==> config.mk <==
export PLATFORM = sky130hd
export DESIGN_NAME = pixel_packer
export DESIGN_NICKNAME = d
export VERILOG_FILES = /design/src/rtl/pixel_packer.sv
export SDC_FILE = /design/constraint.sdc
export NUM_CORES = 1
export LEC_CHECK = 0
export CAP_MARGIN = 20
export CORE_AREA = 2 2 117 119
export DETAILED_ROUTE_END_ITERATION = 16
export DIE_AREA = 0 0 119 121
export PLACE_DENSITY = 0.69
export SYNTH_ARGS = -nofsm -noshare
export SYNTH_HDL_FRONTEND = slang
export SYNTH_SLANG_ARGS = --single-unit
export TNS_END_PERCENT = 50
==> constraint.sdc <==
create_clock -name clk -period 9.8 [get_ports clk]
set_clock_uncertainty 0.15 [all_clocks]
set_input_delay 1.47 -clock clk [delete_from_list [all_inputs] [get_ports clk]]
set_output_delay 1.47 -clock clk [all_outputs]
set_load 0.03 [all_outputs]
==> src/rtl/pixel_packer.sv <==
// Packs 24-bit RGB / palette-index pixels into 32-bit words in the selected lcdbpp format.
// Define PIXEL_PACKER_BEPO_EN to honour big-endian pixel order (bepo); otherwise packing is always little-endian.
module pixel_packer (
    input  logic        clk,
    input  logic        rst,
    input  logic [2:0]  lcdbpp,
    input  logic        bepo,
    input  logic        pix_valid,
    output logic        pix_ready,
    input  logic [23:0] pix_data,
    input  logic        flush,
    output logic        word_valid,
    input  logic        word_ready,
    output logic [31:0] word_data,
    output logic        word_partial
);

    localparam int unsigned WORD_W = 32;
    localparam int unsigned OFS_W  = 5;
    localparam int unsigned WID_W  = 6;
    localparam int unsigned FMT_W  = 3;

    logic [WORD_W-1:0] acc;
    logic [OFS_W-1:0]  ofs;
    logic [FMT_W-1:0]  fmt_q;
    logic [FMT_W-1:0]  fmt;
    logic              eff_bepo;
    logic [WID_W-1:0]  w;
    logic [WID_W-1:0]  ofs_sum;
    logic [WID_W-1:0]  be_shift;
    logic [WORD_W-1:0] field;
    logic [WORD_W-1:0] placed;
    logic [WORD_W-1:0] acc_nxt;
    logic [WORD_W-1:0] word_in;
    logic              accept;
    logic              complete;
    logic              close;
    logic              load;

    assign pix_ready = ~rst & (~word_valid | word_ready);
    assign accept    = pix_valid & pix_ready;

    // Format is taken live for the first pixel of a word, then held from the latch.
    assign fmt = (ofs == '0) ? lcdbpp : fmt_q;

`ifdef PIXEL_PACKER_BEPO_EN
    logic bepo_q;
    assign eff_bepo = (ofs == '0) ? bepo : bepo_q;

    always_ff @(posedge clk) begin
        if (rst) begin
            bepo_q <= 1'b0;
        end else if (accept && ofs == '0) begin
            bepo_q <= bepo;
        end
    end
`else
    logic unused_bepo;
    assign unused_bepo = bepo;
    assign eff_bepo    = 1'b0;
`endif

    // Pixel width and extracted field for the active format.
    always_comb begin
        w     = WID_W'(8);
        field = '0;
        case (fmt)
            3'd0: begin w = WID_W'(1);  field = WORD_W'(pix_data[0]);   end
            3'd1: begin w = WID_W'(2);  field = WORD_W'(pix_data[1:0]); end
            3'd2: begin w = WID_W'(4);  field = WORD_W'(pix_data[3:0]); end
            3'd3: begin w = WID_W'(8);  field = WORD_W'(pix_data[7:0]); end
            3'd4: begin
                w     = WID_W'(16);
                field = WORD_W'({pix_data[18], pix_data[23:19], pix_data[15:11], pix_data[7:3]});
            end
            3'd5: begin w = WID_W'(32); field = WORD_W'(pix_data);      end
            3'd6: begin
                w     = WID_W'(16);
                field = WORD_W'({pix_data[23:19], pix_data[15:10], pix_data[7:3]});
            end
            3'd7: begin
                w     = WID_W'(16);
                field = WORD_W'({pix_data[23:20], pix_data[15:12], pix_data[7:4]});
            end
            default: begin w = WID_W'(8); field = '0; end
        endcase
    end

    // Placement, completion and flush decisions.
    always_comb begin
        ofs_sum  = WID_W'(ofs) + w;
        be_shift = WID_W'(WORD_W) - ofs_sum;
        placed   = eff_bepo ? (field << be_shift) : (field << ofs);
        acc_nxt  = acc | placed;
        complete = accept & ofs_sum[WID_W-1];
        close    = pix_ready & flush & (pix_valid | (ofs != '0));
        load     = complete | close;
        word_in  = accept ? acc_nxt : acc;
    end

    always_ff @(posedge clk) begin
        if (rst) begin
            acc   <= '0;
            ofs   <= '0;
            fmt_q <= '0;
        end else begin
            if (accept && ofs == '0) begin
                fmt_q <= lcdbpp;
            end
            if (load) begin
                acc <= '0;
                ofs <= '0;
            end else if (accept) begin
                acc <= acc_nxt;
                ofs <= ofs_sum[OFS_W-1:0];
            end
        end
    end

    // One-entry output register; a load can only occur when the slot is free or draining.
    always_ff @(posedge clk) begin
        if (rst) begin
            word_valid   <= 1'b0;
            word_data    <= '0;
            word_partial <= 1'b0;
        end else if (load) begin
            word_valid   <= 1'b1;
            word_data    <= word_in;
            word_partial <= ~complete;
        end else if (word_ready) begin
            word_valid   <= 1'b0;
        end
    end

endmodule

# Yosys cells after proc, flatten, opt, wreduce, memory -nomap -nowiden
# Cells that the tools add are included.
dict set report totals {
  ff_bits 74
  in_bits 33
  output_inout_bits 35
}
dict set report classes {
  add_sub_neg 1
  n_eq_ne 7
  shifts 1
  muxes 6
  n_bitwise 12
  n_reduce_logical 7
}
# operator count
set op_table {}
lappend op_table {{32-bit one-hot mux with 8 select lines} 1}
lappend op_table {{6-bit one-hot mux with 6 select lines} 1}
lappend op_table {{32-bit two-way mux} 1}
lappend op_table {{32-bit OR} 1}
lappend op_table {{32-bit by 5-bit left shift with 32-bit output} 1}
lappend op_table {{3-bit == test, second input constant} 4}
lappend op_table {{5-bit by 6-bit adder with 6-bit output} 1}
lappend op_table {{3-bit by 2-bit == test with 1-bit output, second input constant} 2}
lappend op_table {{1-bit AND} 5}
lappend op_table {{5-bit logical NOT} 1}
lappend op_table {{5-bit nonzero test} 1}
lappend op_table {{3-bit by 1-bit == test with 1-bit output, second input constant} 1}
lappend op_table {{3-bit logical NOT} 1}
lappend op_table {{3-bit two-way mux} 1}
lappend op_table {{1-bit inverter} 3}
lappend op_table {{1-bit OR} 3}
lappend op_table {{3-bit OR reduction} 1}
lappend op_table {{1-bit two-way mux} 2}
lappend op_table {{2-bit nonzero test} 1}
lappend op_table {{2-bit OR reduction} 1}
lappend op_table {{1-bit logical AND} 1}

# Logic depth before layout (Yosys ltp)
# Gate-level depths: netlist (run 1).
dict set report logic_depth {
  depth_word 9
  depth_mapped 20
  mapped_depth_nobuf 15
}

# Worst setup path before layout (run 1)
# Ideal clock, no wire load.
dict set report synth_timing {
  path_type {input-to-reg}
  from {in lcdbpp[0]}
  to {reg word_data[15]}
  setup_time_ns 0.122
  arrival_time_ns 4.723
  required_time_ns 9.528
  path_slack_ns 4.805
  stages 17
  path_buffers 3
  path_cell_list {clkbuf_1 inv_1 nor3_2 nor2_1 or3_1 inv_1 ha_1 a21o_1 a21oi_1 o21ai_0 xnor2_1 nand2b_1 and2_1 clkbuf_1 clkbuf_1 nor2_1 a221o_1}
}
dict set report synth_between {
  elab_chain_len 7
  elab_cells_between_ends 18
}
# element line_no
set synth_rtl {}
lappend synth_rtl {{start, declared} 6} ;# input logic [2:0] lcdbpp,
lappend synth_rtl {{3-bit two-way mux (*)} 44} ;# assign fmt = (ofs == '0) ? lcdbpp : fmt_q;
lappend synth_rtl {{3-bit == test} 67} ;# case (fmt)
lappend synth_rtl {{3-bit OR reduction (no line)} --}
lappend synth_rtl {{6-bit one-hot mux with 6 select lines} 67}
lappend synth_rtl {{5-bit by 6-bit adder with 6-bit output} 91} ;# ofs_sum = WID_W'(ofs) + w;
lappend synth_rtl {{1-bit AND} 95} ;# complete = accept & ofs_sum[WID_W-1];
lappend synth_rtl {{1-bit OR} 97} ;# load = complete | close;
lappend synth_rtl {{end signal, assigned} 128} ;# word_data <= word_in;
lappend synth_rtl {{end, declared} 14} ;# output logic [31:0] word_data,
# Every way passes the cells marked *; elsewhere a longest branch is shown, timed or not. The select of a mux whose other input is x is not followed.
# A chain may end at the register's enable or synchronous reset.

# Worst setup path after layout (run 1)
dict set report layout_timing {
  from {in lcdbpp[0]}
  to {reg acc[16]}
}
dict set report layout_between {
  elab_chain_len 8
  elab_cells_between_ends 19
}
# element line_no
set layout_rtl {}
lappend layout_rtl {{3-bit two-way mux (*)} 44}
lappend layout_rtl {{3-bit == test} 67}
lappend layout_rtl {{3-bit OR reduction (no line)} --}
lappend layout_rtl {{6-bit one-hot mux with 6 select lines} 67}
lappend layout_rtl {{5-bit by 6-bit adder with 6-bit output} 91}
lappend layout_rtl {{1-bit AND} 95}
lappend layout_rtl {{1-bit OR} 97}
lappend layout_rtl {{2-bit OR reduction (no line)} --}
lappend layout_rtl {{end signal, assigned} 114} ;# acc <= acc_nxt;
lappend layout_rtl {{end, declared} 23} ;# logic [WORD_W-1:0] acc;
# Marks and branches as above.

==> metrics.txt, run 1 <==
# TYPE chip_impl_metric gauge
chip_impl_metric{name="grt_pass1_wl",unit="mm"} 33.87
chip_impl_metric{name="power.ir.vdd_worst",unit="mV"} 0.1139
chip_impl_metric{name="seqCellArea",unit="µm²"} 1481
chip_impl_metric{name="synth_nets",unit=""} 812
chip_impl_metric{name="cts.repair.resized",unit=""} 0
chip_impl_metric{name="max_freq",unit="GHz"} 0.1497
chip_impl_info{name="clock_tree_from_tritoncts",value="built"} 1
chip_impl_metric{name="synth_xor_xnor_area_share",unit="%"} 0.9123
chip_impl_metric{name="final_max_slew_viol_count",unit=""} 0
chip_impl_info{name="holdCritPathClass",value="flip-flop to flip-flop"} 1
chip_impl_metric{name="path_max_fanout",unit=""} 25
chip_impl_metric{name="clk_pin_slew",unit="ps"} 60
chip_impl_metric{name="numClockSinks",unit=""} 74
chip_impl_metric{name="cts_setup_buffers",unit=""} 0
chip_impl_metric{name="number_of_global_route_vias_before_repair",unit=""} 6210
chip_impl_metric{name="global_route_usage_sum",unit="%"} 29.53
chip_impl_metric{name="synth.mux.area_fraction",unit="%"} 5.213
chip_impl_metric{name="design.final.nets",unit=""} 842
chip_impl_metric{name="static-leakage-power",unit="nW"} 2.449
chip_impl_metric{name="final.period_utilization",unit="%"} 68.16
chip_impl_info{name="postSynth.topFlopCell",value="sky130_fd_sc_hd__dfxtp_1"} 1
chip_impl_metric{name="hpwlAfterDp",unit="mm"} 15.73
chip_impl_metric{name="post_synth_num_cell_types",unit=""} 84
chip_impl_metric{name="finalHoldViolCount",unit=""} 0
chip_impl_metric{name="ys_seq_area_share",unit="%"} 25.72
chip_impl_metric{name="synth_edf_count",unit=""} 0
chip_impl_metric{name="slew_headroom",unit="%"} 38.44
chip_impl_metric{name="synth_largest_type_area_fraction",unit="%"} 25.72
chip_impl_metric{name="drt_first_iter_violations",unit=""} 927
chip_impl_metric{name="number_of_buffers_added_by_the_clock_tree_synthesis_step",unit=""} 9
chip_impl_metric{name="antenna_found_initial",unit=""} 0
chip_impl_metric{name="floorplan.core_area",unit="µm²"} 13090
chip_impl_info{name="clock-root-buffer",value="sky130_fd_sc_hd__clkbuf_16"} 1
chip_impl_info{name="critical_path.endpoint_type",value="flip-flop"} 1
chip_impl_metric{name="synth.ff_latch_count",unit=""} 74
chip_impl_info{name="kind_of_critical_path",value="primary input to flip-flop"} 1
chip_impl_metric{name="post_dr_vias_cell",unit=""} 6.700
chip_impl_info{name="combinational_family_with_the_most_area_after_synthesis",value="compound AO/OA/AOI/OAI gates"} 1
chip_impl_metric{name="period_minus_slack",unit="ps"} 6679
chip_impl_metric{name="crit_required",unit="ps"} 9890
chip_impl_metric{name="multiInputGateArea",unit="µm²"} 3936
chip_impl_info{name="commonest_cells_after_routing_fill_and_taps_aside",value="85 x sky130_fd_sc_hd__a21oi_1, 83 x sky130_fd_sc_hd__nor2_1, 74 x sky130_fd_sc_hd__dfxtp_1"} 1
chip_impl_metric{name="worst_slew_pin_slew",unit="ps"} 921.2
chip_impl_metric{name="gr-total-overflow",unit=""} 0
chip_impl_metric{name="chipWidth",unit="µm"} 119
chip_impl_metric{name="synth_compound_gate_area_share",unit="%"} 38.47
chip_impl_metric{name="ant_nets",unit=""} 0
chip_impl_metric{name="critPathArrivalTime",unit="ps"} 6770
chip_impl_metric{name="setup_viol",unit=""} 0
chip_impl_metric{name="hold_buffers",unit=""} 0
chip_impl_metric{name="place.port_buffers",unit=""} 66
chip_impl_metric{name="die_footprint",unit="µm²"} 14400
chip_impl_info{name="worst_setup_path_start_kind",value="primary input"} 1
chip_impl_metric{name="worstSkewPairLatency",unit="ps"} 330
chip_impl_metric{name="area_delta_synth_final",unit="%"} 17.75
chip_impl_metric{name="syn_area",unit="µm²"} 5761
chip_impl_metric{name="cellPowerDensity",unit="nW/µm²"} 153.6
chip_impl_metric{name="final_layout_size_suffix_gt1_share",unit="%"} 8.922
chip_impl_info{name="outcome",value="completed"} 1
chip_impl_metric{name="synthSimpleGateAreaFrac",unit="%"} 22.24
chip_impl_info{name="final_common_cell",value="sky130_fd_sc_hd__a21oi_1"} 1
chip_impl_metric{name="route.final.wire_length",unit="mm"} 21.37
chip_impl_metric{name="detail_route.drc_violations",unit=""} 0
chip_impl_metric{name="dieHeight",unit="µm"} 121
chip_impl_metric{name="cts.htree.levels",unit=""} 3
chip_impl_metric{name="share_of_synthesized_cell_area_in_full_adder_half_adder_and_majority_cells",unit="%"} 1.434
chip_impl_metric{name="ys_warn_count",unit=""} 0
chip_impl_metric{name="top_level_ports",unit=""} 68
chip_impl_metric{name="timing.setup.tns",unit="ps"} 0
chip_impl_metric{name="fp-row-count",unit=""} 42
chip_impl_metric{name="layout.filler_cells",unit=""} 1255
chip_impl_metric{name="avgSynthCellArea",unit="µm²"} 7.452
chip_impl_metric{name="totalPowerFinal",unit="mW"} 1.042
chip_impl_metric{name="antennaDiodeCount",unit=""} 0
chip_impl_metric{name="postSynth.asyncResetShare",unit="%"} 0
chip_impl_metric{name="num_vias",unit=""} 6586
chip_impl_info{name="synth.area.top_cells",value="sky130_fd_sc_hd__dfxtp_1 26%, sky130_fd_sc_hd__a21oi_1 7.4%, sky130_fd_sc_hd__nor2_1 5.4%, sky130_fd_sc_hd__nand2_1 4.2%, sky130_fd_sc_hd__o21ai_0 3.7%"} 1
chip_impl_metric{name="dr.pass1.iters",unit=""} 6
chip_impl_metric{name="gp_routability_congestion",unit=""} 0.9646
chip_impl_metric{name="initial_cell_density_of_the_core",unit="%"} 44.02
chip_impl_info{name="grt_setup_unrepaired",value="false"} 1
chip_impl_metric{name="syn_inst",unit=""} 773
chip_impl_metric{name="clock_tree.buffer_depth",unit=""} 2
chip_impl_info{name="yosysTopAreaCell",value="sky130_fd_sc_hd__dfxtp_1"} 1
chip_impl_metric{name="avgRoutedWirePerCell",unit="µm"} 21.74
chip_impl_metric{name="drv.max_cap_violation_count",unit=""} 0
chip_impl_metric{name="grt_start_max_net_pins",unit=""} 38
-- registers in the layout, indices dropped and copies added, names as in the netlist --
name	count
acc	32
word_data	32
ofs	5
fmt_q	3
word_partial	1
word_valid	1
-- cell usage after synthesis (12+ instances only) --
cell type / instances
sky130_fd_sc_hd__a21o_1: 13
sky130_fd_sc_hd__and3_1: 19
sky130_fd_sc_hd__dfxtp_1: 74
sky130_fd_sc_hd__and2_1: 12
sky130_fd_sc_hd__nor2_1: 83
sky130_fd_sc_hd__nand2_1: 64
sky130_fd_sc_hd__o211ai_1: 14
sky130_fd_sc_hd__a211oi_1: 15
sky130_fd_sc_hd__clkbuf_1: 43
sky130_fd_sc_hd__inv_1: 21
sky130_fd_sc_hd__o21ai_0: 43
sky130_fd_sc_hd__a21oi_1: 85
sky130_fd_sc_hd__a31oi_1: 18
sky130_fd_sc_hd__nand3_1: 29
sky130_fd_sc_hd__nor3_1: 18
-- per-layer routing --
metal	vias up	share of wire, %	GRT usage (%)
li1	2996	-	-
met1	3079	43	41.14
met2	443	43	45.15
met3	68	10	5.310
met4	0	3.8	11.83
met5	-	0	0
-- final timing paths --
kind                            slack (ps)                start  cells past startpoint            endpoint
worst max-delay path                  3120            lcdbpp[0]                     15  acc[16]$_SDFF_PP0_
worst min-delay path                   300    acc[5]$_SDFF_PP0_                      2   acc[5]$_SDFF_PP0_
worst max register to register        3980  ofs[4]$_SDFFE_PP0P_                     15  acc[16]$_SDFF_PP0_
worst min register to register         300    acc[5]$_SDFF_PP0_                      2   acc[5]$_SDFF_PP0_
-- per-stage QoR --
stage	setup slack [ps]	std cells	cell area [µm²]	hold slack, ps	util, %
after floorplan	4805	773	5761	273.9	-
after global placement	3018	968	6467	283.6	49.43
after detailed placement	2857	968	6467	293.2	49.43
after CTS	3192	983	6783	306.4	51.84
after global routing	2712	983	6783	337.6	51.84
final	3121	983	6783	301.8	51.84
-- power breakdown --
part / internal [mW] / switching [mW] / leakage, nW
clock: 0.223 / 0.131 / 0.152
combinational: 0.124 / 0.234 / 1.70
sequential: 0.319 / 0.0120 / 0.601
total: 0.665 / 0.377 / 2.45
-- critical path, cell delays in order --
cell and delay [ps]:
sky130_fd_sc_hd__clkdlybuf4s50_1 700, sky130_fd_sc_hd__inv_1 260, sky130_fd_sc_hd__nor3_2 530, sky130_fd_sc_hd__nor2_1 230, sky130_fd_sc_hd__or3_1 460, sky130_fd_sc_hd__inv_1 90, sky130_fd_sc_hd__ha_1 220, sky130_fd_sc_hd__a21o_1 170
sky130_fd_sc_hd__a21oi_1 190, sky130_fd_sc_hd__o21ai_0 140, sky130_fd_sc_hd__xnor2_1 240, sky130_fd_sc_hd__nand2b_1 190, sky130_fd_sc_hd__and2_1 650, sky130_fd_sc_hd__nand2_1 760, sky130_fd_sc_hd__a211oi_1 460
-- cell type report --
class                      count  area share [%]
multi-input combinational    618           58.03
sequential                    74           21.84
timing repair buffer          77           10.96
clock buffer                   9           3.320
tap                          176           3.247
clock inverter                 6           1.328
inverter                      23           1.273
-- logic make-up (layout without fill, tap and decap cells) --
| family | after synthesis | in the layout |
|---|---|---|
| simple gates | 266 | 266 |
| buf+inv | 81 | 115 |
| xor+xnor | 6 | 6 |
| mux | 21 | 21 |
| flops | 74 | 74 |
| fa+ha+maj | 6 | 6 |
| compound gates | 319 | 319 |
Note: power is estimated with default switching activity, not from simulation.
==> inputs of run 2 (changes only) <==
Clock period 9.8 ns to 6.95 ns, I/O delays scaled along.
==> run 2 against run 1 <==
Against the previous run:
- worst hold slack improved by 4.8 ps
- sequential power up 40%
- via count grew 2.4%
- global-route usage increased by 0.86 points
- die area stayed put
- flip-flop and latch count stayed put
- utilization rose by 0.43 points
- critical path depth rose by 3
- sequential share of layout area fell by 0.18 points
- count of clock-buffer cells in the layout is 1 higher
- first-iteration DRC count shrank 4.1%
- critical endpoint is now acc[9]$_SDFF_PP0_
- largest cell class unchanged
- highest routed layer unchanged
==> metrics.txt, run 2 (synthesized netlist as in run 1, its figures left out) <==
# TYPE chip_impl_metric gauge
chip_impl_metric{name="numClockSinks",unit=""} 74
chip_impl_metric{name="period_minus_slack",unit="ps"} 5505
chip_impl_metric{name="floorplan.core_area",unit="µm²"} 13090
chip_impl_metric{name="hpwlAfterDp",unit="mm"} 16.07
chip_impl_metric{name="fp-row-count",unit=""} 42
chip_impl_info{name="top_regs",value="acc (32), word_data (32), ofs (5)"} 1
chip_impl_metric{name="worstSkewPairLatency",unit="ps"} 330
chip_impl_info{name="crit_path_max_delay_family",value="simple AND/OR/NAND/NOR gates"} 1
chip_impl_metric{name="initial_cell_density_of_the_core",unit="%"} 44.02
chip_impl_info{name="grt_setup_unrepaired",value="false"} 1
chip_impl_info{name="holdCritPathClass",value="flip-flop to flip-flop"} 1
chip_impl_metric{name="timing.setup.tns",unit="ps"} 0
chip_impl_metric{name="cts.htree.levels",unit=""} 3
chip_impl_metric{name="worst-path-buf-inv",unit=""} 5
chip_impl_metric{name="grt_start_max_net_pins",unit=""} 38
chip_impl_metric{name="number_of_buffers_added_by_the_clock_tree_synthesis_step",unit=""} 9
chip_impl_metric{name="final.period_utilization",unit="%"} 79.21
chip_impl_info{name="worst_path_max_delay_cell",value="sky130_fd_sc_hd__and2_1"} 1
chip_impl_info{name="min_to",value="acc[26]$_SDFF_PP0_"} 1
chip_impl_metric{name="crit_path_max_incr_delay",unit="ps"} 650
chip_impl_info{name="timing.critical_path.cells",value="clkdlybuf4s50_1 > buf_4 > inv_1 > nor3_2 > nor2_1 > or3_1 > inv_1 > ha_1 > a21o_1 > a21oi_1 > o21ai_0 > xnor2_1 > nand2b_1 > and2_1 > nand2_1 > buf_4 > nor2_1 > a22o_1"} 1
chip_impl_info{name="rr_endpoint",value="acc[9]$_SDFF_PP0_"} 1
chip_impl_info{name="r2r-start",value="ofs[3]$_SDFFE_PP0P_"} 1
chip_impl_metric{name="max_freq",unit="GHz"} 0.1816
chip_impl_metric{name="static-leakage-power",unit="nW"} 2.485
chip_impl_metric{name="cells_on_worst_hold_path",unit=""} 2
chip_impl_metric{name="detail_route.drc_violations",unit=""} 0
chip_impl_metric{name="design.final.nets",unit=""} 847
chip_impl_metric{name="grt_pass1_wl",unit="mm"} 34.79
chip_impl_info{name="clock_tree_from_tritoncts",value="built"} 1
chip_impl_metric{name="stdcell_area",unit="µm²"} 6839
chip_impl_info{name="critical_path.startpoint",value="lcdbpp[0]"} 1
chip_impl_info{name="critical_path.endpoint_type",value="flip-flop"} 1
chip_impl_metric{name="path_max_fanout",unit=""} 23
chip_impl_metric{name="dr.pass1.iters",unit=""} 6
chip_impl_info{name="worst_setup_path_start_kind",value="primary input"} 1
chip_impl_info{name="final_common_cell",value="sky130_fd_sc_hd__a21oi_1"} 1
chip_impl_metric{name="clk_pin_slew",unit="ps"} 60
chip_impl_metric{name="slew_headroom",unit="%"} 34.64
chip_impl_metric{name="clock_tree.buffer_depth",unit=""} 2
chip_impl_metric{name="reg2reg_depth",unit=""} 17
chip_impl_metric{name="setup_viol",unit=""} 0
chip_impl_metric{name="critPathArrivalTime",unit="ps"} 5640
chip_impl_metric{name="reg2reg_setup_slack",unit="ps"} 1770
chip_impl_info{name="holdCritStartpoint",value="acc[26]$_SDFF_PP0_"} 1
chip_impl_metric{name="antennaDiodeCount",unit=""} 0
chip_impl_metric{name="place.port_buffers",unit=""} 66
chip_impl_metric{name="dpl_cell_area",unit="µm²"} 6505
chip_impl_metric{name="die_footprint",unit="µm²"} 14400
chip_impl_info{name="outcome",value="completed"} 1
chip_impl_metric{name="layout.filler_cells",unit=""} 1253
chip_impl_metric{name="finalHoldViolCount",unit=""} 0
chip_impl_metric{name="avgRoutedWirePerCell",unit="µm"} 22.19
chip_impl_metric{name="antenna_found_initial",unit=""} 0
chip_impl_metric{name="route.final.wire_length",unit="mm"} 21.95
chip_impl_metric{name="ant_nets",unit=""} 0
chip_impl_metric{name="gp_routability_congestion",unit=""} 0.9968
chip_impl_info{name="commonest_cells_after_routing_fill_and_taps_aside",value="85 x sky130_fd_sc_hd__a21oi_1, 83 x sky130_fd_sc_hd__nor2_1, 74 x sky130_fd_sc_hd__dfxtp_1"} 1
chip_impl_info{name="clock-root-buffer",value="sky130_fd_sc_hd__clkbuf_16"} 1
chip_impl_metric{name="gr-total-overflow",unit=""} 0
chip_impl_metric{name="multiInputGateArea",unit="µm²"} 3936
chip_impl_info{name="kind_of_critical_path",value="primary input to flip-flop"} 1
chip_impl_metric{name="hold_buffers",unit=""} 0
chip_impl_metric{name="crit_required",unit="ps"} 7080
chip_impl_metric{name="chipWidth",unit="µm"} 119
chip_impl_metric{name="global_route_usage_sum",unit="%"} 30.39
chip_impl_metric{name="drv.max_cap_violation_count",unit=""} 0
chip_impl_metric{name="drt_first_iter_violations",unit=""} 889
chip_impl_metric{name="area_delta_synth_final",unit="%"} 18.72
chip_impl_metric{name="final_max_slew_viol_count",unit=""} 0
chip_impl_metric{name="final_layout_size_suffix_gt1_share",unit="%"} 9.594
chip_impl_metric{name="worst_slew_pin_slew",unit="ps"} 976.7
chip_impl_metric{name="number_of_global_route_vias_before_repair",unit=""} 6291
chip_impl_metric{name="dieHeight",unit="µm"} 121
chip_impl_metric{name="post_dr_vias_cell",unit=""} 6.822
chip_impl_metric{name="cts_setup_buffers",unit=""} 0
chip_impl_metric{name="num_vias",unit=""} 6747
chip_impl_metric{name="top_level_ports",unit=""} 68
chip_impl_metric{name="cts.repair.resized",unit=""} 0
chip_impl_metric{name="power.ir.vdd_worst",unit="mV"} 0.2072
chip_impl_metric{name="cellPowerDensity",unit="nW/µm²"} 218.7
chip_impl_metric{name="seqCellArea",unit="µm²"} 1481
## run 2: cell count changes in the layout (fill, tap and decap cells not counted)
cell | before | now
sky130_fd_sc_hd__clkbuf_8 | 0 | 1
sky130_fd_sc_hd__clkinv_2 | 1 | 0
sky130_fd_sc_hd__buf_4 | 11 | 16
sky130_fd_sc_hd__clkinv_4 | 0 | 1
sky130_fd_sc_hd__clkinvlp_4 | 1 | 0
sky130_fd_sc_hd__inv_6 | 2 | 3
## run 2: power by group
part | internal [mW] | switching [mW]
Sequential | 0.449 | 0.0149
Clock | 0.329 | 0.189
Combinational | 0.177 | 0.337
Total | 0.955 | 0.541
## run 2: layout make-up
cell class              count  share of cell area [%]
repair buffers             82                   11.42
flip-flops and latches     74                   21.66
multi-input cells         618                   57.56
clock inverters             6                   1.390
well taps                 176                   3.220
inverters                  23                   1.262
clock buffers              10                   3.494
## run 2: stage by stage
stage          utilization [%]  std cells  total power [mW]  hold slack, ps  setup WS (ps)
2_1_floorplan                -        773            0.8059           273.9           2383
3_3_place_gp             49.71        973            0.9628           285.4           1309
6_report                 52.27        989             1.496           306.6           1445
3_5_place_dp             49.71        973            0.9676           290.2           1183
4_1_cts                  52.27        989             1.488           308.5           1528
5_1_grt                  52.27        989             1.554           319.9           1097
## run 2: worst reg2reg max path, delay by kind of cell, from the launching register on
| family | cells | cell delay (ps) |
|---|---|---|
| flops | 1 | 300 |
| compound gates | 5 | 1020 |
| xor+xnor | 1 | 270 |
| fa+ha+maj | 1 | 260 |
| buf+inv | 3 | 550 |
| simple gates | 7 | 2570 |
## run 2: worst max path at each step
stage,to,depth (start not counted)
floorplan,word_data[15]$_SDFFE_PP0P_,17
global placement,acc[9]$_SDFF_PP0_,18
detailed placement,acc[9]$_SDFF_PP0_,18
CTS,acc[9]$_SDFF_PP0_,18
global route,ofs[1]$_SDFFE_PP0P_,17
finish,acc[9]$_SDFF_PP0_,18
## run 2: metal layers
layer	vias to the layer above	global-route usage, %	wire length [µm]	part of all wire [%]
met5	-	0	0	0
met4	0	12.13	668	3.0
met3	68	5.451	2154	9.8
met2	417	45.94	9636	44
met1	3242	42.75	9490	43
li1	3020	-	-	-
